$ cat src/rtl/mcpu_prog_loader.sv
// Program loader/dumper: CLEAR, LOAD and DUMP engine for the CPU's unified RAM.
// Ports: cmd stream, in (load) and out (dump) streams, RAM port, cpu_hold/busy/done/err; csum with MCPU_LOADER_CHECKSUM_EN.
module mcpu_prog_loader #(
  parameter int WORD_SIZE  = 16,
  parameter int ADDR_WIDTH = 8,
  parameter int RAM_SIZE   = 256
) (
  input  logic                  clk,
  input  logic                  reset,
  input  logic                  cmd_valid,
  output logic                  cmd_ready,
  input  logic [1:0]            cmd_op,
  input  logic [ADDR_WIDTH-1:0] cmd_base,
  input  logic [ADDR_WIDTH:0]   cmd_len,
  input  logic                  in_valid,
  output logic                  in_ready,
  input  logic [WORD_SIZE-1:0]  in_data,
  output logic                  out_valid,
  input  logic                  out_ready,
  output logic [WORD_SIZE-1:0]  out_data,
  output logic                  mem_we,
  output logic [ADDR_WIDTH-1:0] mem_addr,
  output logic [WORD_SIZE-1:0]  mem_wdata,
  input  logic [WORD_SIZE-1:0]  mem_rdata,
`ifdef MCPU_LOADER_CHECKSUM_EN
  output logic [WORD_SIZE-1:0]  csum,
`endif
  output logic                  cpu_hold,
  output logic                  busy,
  output logic                  done,
  output logic                  err
);

  typedef enum logic [2:0] {
    S_IDLE,
    S_CLEAR,
    S_LOAD,
    S_DUMP_RD,
    S_DUMP_CAP,
    S_DUMP_OUT,
    S_DONE
  } state_t;

  localparam logic [1:0] OP_CLEAR = 2'b00;
  localparam logic [1:0] OP_LOAD  = 2'b01;
  localparam logic [1:0] OP_DUMP  = 2'b10;
  localparam logic [1:0] OP_RSVD  = 2'b11;

  localparam logic [ADDR_WIDTH+1:0] LP_SIZE = (ADDR_WIDTH+2)'(RAM_SIZE);

  state_t                r_state;
  state_t                w_next;
  logic [ADDR_WIDTH-1:0] r_addr;
  logic [ADDR_WIDTH:0]   r_cnt;
  logic [WORD_SIZE-1:0]  r_out;
  logic [1:0]            r_op;
  logic                  r_err;
  logic                  r_hold;

  logic [ADDR_WIDTH+1:0] w_end;
  logic                  w_bad;
  logic                  w_len0;
  logic                  w_last;
  logic                  w_step;

  assign w_end  = {2'b00, cmd_base} + {1'b0, cmd_len};
  assign w_bad  = (cmd_op == OP_RSVD) || (w_end > LP_SIZE);
  assign w_len0 = (cmd_len == '0);
  assign w_last = (r_cnt == (ADDR_WIDTH+1)'(1));

  assign mem_addr  = r_addr;
  assign out_data  = r_out;
  assign out_valid = (r_state == S_DUMP_OUT);
  assign busy      = (r_state != S_IDLE);
  assign done      = (r_state == S_DONE);
  assign err       = r_err;
  assign cpu_hold  = r_hold;

  always_ff @(posedge clk) begin
    if (reset) r_state <= S_IDLE;
    else       r_state <= w_next;
  end

  always_comb begin
    w_next    = r_state;
    cmd_ready = 1'b0;
    in_ready  = 1'b0;
    mem_we    = 1'b0;
    mem_wdata = '0;
    w_step    = 1'b0;
    unique case (r_state)
      S_IDLE: begin
        cmd_ready = 1'b1;
        if (cmd_valid) begin
          if (w_bad || w_len0) begin
            w_next = S_DONE;
          end else begin
            unique case (cmd_op)
              OP_CLEAR: w_next = S_CLEAR;
              OP_LOAD:  w_next = S_LOAD;
              OP_DUMP:  w_next = S_DUMP_RD;
              default:  w_next = S_DONE;
            endcase
          end
        end
      end
      S_CLEAR: begin
        mem_we = 1'b1;
        w_step = 1'b1;
        if (w_last) w_next = S_DONE;
      end
      S_LOAD: begin
        in_ready  = 1'b1;
        mem_we    = in_valid;
        mem_wdata = in_data;
        w_step    = in_valid;
        if (in_valid && w_last) w_next = S_DONE;
      end
      S_DUMP_RD:  w_next = S_DUMP_CAP;
      S_DUMP_CAP: w_next = S_DUMP_OUT;
      S_DUMP_OUT: begin
        w_step = out_ready;
        if (out_ready) w_next = w_last ? S_DONE : S_DUMP_RD;
      end
      S_DONE:  w_next = S_IDLE;
      default: w_next = S_IDLE;
    endcase
  end

  // Pointer stays on the final word so it never wraps past the top of RAM.
  always_ff @(posedge clk) begin
    if (reset) begin
      r_addr <= '0;
      r_cnt  <= '0;
      r_out  <= '0;
      r_op   <= OP_CLEAR;
      r_err  <= 1'b0;
      r_hold <= 1'b1;
    end else begin
      if (r_state == S_IDLE && cmd_valid) begin
        r_addr <= cmd_base;
        r_cnt  <= cmd_len;
        r_op   <= cmd_op;
        r_err  <= w_bad;
        r_hold <= 1'b1;
      end
      if (w_step) begin
        r_cnt <= r_cnt - (ADDR_WIDTH+1)'(1);
        if (!w_last) r_addr <= r_addr + ADDR_WIDTH'(1);
      end
      if (r_state == S_DUMP_CAP) r_out <= mem_rdata;
      // Only a clean LOAD releases the CPU.
      if (r_state == S_DONE && r_op == OP_LOAD && !r_err) r_hold <= 1'b0;
    end
  end

`ifdef MCPU_LOADER_CHECKSUM_EN
  logic [WORD_SIZE-1:0] r_csum;
  assign csum = r_csum;

  always_ff @(posedge clk) begin
    if (reset) begin
      r_csum <= '0;
    end else if (r_state == S_IDLE && cmd_valid) begin
      r_csum <= '0;
    end else if (r_state == S_LOAD && in_valid) begin
      r_csum <= r_csum + in_data;
    end else if (r_state == S_DUMP_OUT && out_ready) begin
      r_csum <= r_csum + r_out;
    end
  end
`endif

endmodule

$ cat config.mk
export PLATFORM = sky130hd
export DESIGN_NAME = mcpu_prog_loader
export DESIGN_NICKNAME = d
export VERILOG_FILES = /design/src/rtl/mcpu_prog_loader.sv
export SDC_FILE = /design/constraint.sdc
export NUM_CORES = 1
export LEC_CHECK = 0
export ABC_CLOCK_PERIOD_IN_PS = 2400
export BUFFER_PORTS_ARGS = -buffer_cell sky130_fd_sc_hd__buf_2
export CAP_MARGIN = 0
export CORE_ASPECT_RATIO = 0.5
export CORE_MARGIN = 10
export CORE_UTILIZATION = 45
export DETAILED_ROUTE_END_ITERATION = 16
export GPL_TIMING_DRIVEN = 0
export PLACE_DENSITY = 0.73
export SYNTH_ARGS = -nofsm -noshare
export SYNTH_HDL_FRONTEND = slang
export SYNTH_SLANG_ARGS = --single-unit
$ cat constraint.sdc
create_clock -name clk -period 2.4 [get_ports clk]
set_input_delay 0.24 -clock clk [delete_from_list [all_inputs] [get_ports clk]]
set_output_delay 0.24 -clock clk [all_outputs]
set_load 0.02 [all_outputs]
==> results.md <==
- Static Leak: 1.52 nW
- Reg2reg start: r_cnt[2]
- Fin. max-slew vios: 0
- Pre-CTS setup slack: -0.0338 ns
- Post-layout util: 59.5%
- H-tree levels: 2
- P_sw: 1.79 mW
- GP Congestion: 0.880
- Endpoints failing setup: 0
- HPWL after detailed placement: 6.37 mm
- CP Cell Sequence: nor4_2 > nand4_1 > o21ai_2 > buf_2 > nor3b_1 > a221oi_1 > nor2_1
- CP required: 2.57 ns
- Num CTS Buffers: 5
- Synth Register Bits: 40
- Synth Instances: 337
- Die height: 72.7 um
- Grt total ovfl: 0
- Slew HR: 61.2%
- Largest net degree at the start of global routing: 15
- Clock sinks: 40
- Core area: 5420 um2
- Buf/Inv on CP: 1
- Max VDD drop: 0.512 mV
- Fillers: 529
- Initial Util: 46.1%
- HP Start: mem_rdata[3]
- Commonest non-fill, non-tap cell in the layout: buf_2
- CP peak stage delay: 0.45 ns
- Power density over the cells: 1160 nW/um2
- Clock share of power: 15.6%
- Reg2Reg Depth: 7
- DR pass1 iterations: 4
- GRT Util Overall: 16.9%
- CTS tree: built
- Remaining DRCs: 0
- Synth cell types: 52
- Sequential fraction of the synthesis area: 32.0%
- Status: completed
- Via count: 2,807
- Most used DFF post-synth: dfxtp_1
- Seq pwr share: 28.6%
- Ant. Diodes: 0
- Mapped Area: 2500 um2
- Most frequent cells in the layout: buf_2, nand2_1, dfxtp_1, a21oi_1, nor2_1
- Top delay family on crit path: simple AND/OR/NAND/NOR gates
- Worst-Skew Late Latency: 0.30 ns
- Post-placement cell area: 3110 um2
- Avg Synthesized Cell Area: 7.42 um2
- Final min period: 2.17 ns
- Die W: 125 um
- Crit path depth: 7
- Internal power: 1.94 mW
- Async set-or-reset flop fraction in the synthesized netlist: 0%
- Setup Skew: 0.00702 ns
- Reg clk slew, reported paths: 0.09 ns
- Worst Setup Path Type: flop to flop
- Ys Warns: 0
- Hold Crit Class: input pin to flop
- Clock Path Buffers: 2
- Clock Root Buffer: clkbuf_8
- Syn nets: 405
- Via-to-Cell Ratio: 5.39
- Sw Share: 48.0%
- Nets: 515
- Part of the power in combinational logic: 55.9%
- Post-synth EDFFs: 0
- Total Wirelength: 8.14 mm
- Vias in the first global route: 2,712
- First-pass GRT wire length: 13.2 mm
- Total chip power: 3.73 mW
- WL/cell: 15.6 um
- Die area: 9120 um2
- Share of cells above drive strength 1: 28.3%
- Crit path launch type: flop
- Antenna violations before repair: 0
- WHS Path Cells: 3
- Crit. End Element: flop
- Final instance area: 3230 um2
- Worst Tran Pin Value: 0.582 ns
- Arr. time, crit path: 2.34 ns
- Period utilisation layout: 90.3%
- 1st-iter DRT viols: 200
- Worst Slack Setup Final: 0.232 ns
- Setup crit start: r_cnt[2]
- Worst Path Max Fanout: 10
- IO Pins: 104
- Syn-to-layout area delta: 29.1%
- Unrepaired setup endpoints after global routing: false
- Buffers on Ports: 103
- WHS: 0.169 ns
- Slowest-stage cell, CP: nor4_2
- Post-DRT Antenna Nets: 0
- Hold Fails Final Rpt: 0
- # rows: 19
- Max Clock Freq: 0.461 GHz
- Max Cap Viol: 0
==> tightest hold or removal path, cell delays in order <==
cell and delay (ns):
buf_2 0.09, nand2_1 0.04, a21oi_1 0.05
==> layout make-up <==
class                      count  area [um2]  share of cell area (%)
sequential                    40         801                    24.8
inverter                      11        41.3                    1.28
tap                           73        91.3                    2.83
clock buffer                   5        68.8                    2.13
timing repair buffer         103         515                    16.0
clock inverter                 3        46.3                    1.43
multi-input combinational    268        1590                    49.2
buffer                        18        75.1                    2.33
==> cell usage after synthesis, types with 2 or more instances <==
| library cell | n | area [um2] |
|---|---|---|
| nor2_1 | 31 | 116 |
| and3_1 | 21 | 131 |
| nand3b_1 | 2 | 15.0 |
| nand3_1 | 9 | 45.0 |
| o21a_1 | 2 | 15.0 |
| nand4_1 | 2 | 12.5 |
| nand2b_1 | 4 | 25.0 |
| a221oi_1 | 9 | 78.8 |
| a32oi_1 | 2 | 17.5 |
| and2_1 | 5 | 31.3 |
| ha_1 | 11 | 138 |
| dfxtp_1 | 40 | 801 |
| nor3_4 | 2 | 32.5 |
| a22oi_1 | 3 | 22.5 |
| xnor2_1 | 2 | 17.5 |
| clkbuf_1 | 12 | 45.0 |
| o21ai_1 | 2 | 10.0 |
| o41ai_1 | 2 | 17.5 |
| buf_2 | 6 | 30.0 |
| a21oi_1 | 35 | 175 |
| nor2b_1 | 8 | 50.1 |
| inv_1 | 11 | 41.3 |
| nor3b_1 | 6 | 45.0 |
| nand2_1 | 53 | 199 |
| o21ai_0 | 20 | 100 |
| nor3_1 | 10 | 50.1 |
| o211ai_1 | 2 | 15.0 |
==> cell families after synthesis <==
group / after synthesis / synth area share (%)
xor gates and xnor gates: 3 / 1.05
AOI/OAI and AO/OA: 92 / 23.0
DFF: 40 / 32.0
and+or+nand+nor: 161 / 32.9
adders and majority gates: 12 / 6.31
buffers and inverters: 29 / 4.65
==> state kept, by name, indices dropped and copies added (netlist names) <==
register  cells
cpu_hold      1
err           1
r_op          2
mem_addr      8
r_state       3
r_cnt         9
out_data     16
==> stage by stage <==
step           instances  TNS [ns]
3_3_place_gp         513   -0.0160
6_report             521         0
3_5_place_dp         513   -0.0540
2_1_floorplan        337         0
5_1_grt              521         0
4_1_cts              521         0
==> power groups by stage <==
stage,Sequential (mW),Combinational [mW],Clock [mW]
global route,1.09,2.34,0.619
CTS,1.06,2.07,0.584
finish,1.07,2.08,0.580
floorplan,1.15,1.39,0
detailed placement,1.07,2.06,0
global placement,1.06,2.04,0
==> routing by layer <==
layer  up-vias  GRT usage (%)  part of all wire, %
li1       1428              -                    -
met3         6           4.42                  7.3
met4         0           2.54                 0.50
met5         -              0                    0
met1      1273           21.2                   45
met2       100           29.4                   47
==> timing repair <==
item	CTS	global route
gates resized for setup	0	1
hold buffers	0	0
buffers inserted	0	0
endpoints found under the setup margin	0	3
==> path summary, 6_finish.rpt <==
kind                                    end  slack (ns)
worst min register to register  out_data[9]        0.45
worst min-delay path            out_data[3]        0.17
worst max register to register  mem_addr[2]        0.23
worst max-delay path            mem_addr[2]        0.23
Power figures use the tool's default switching activity.
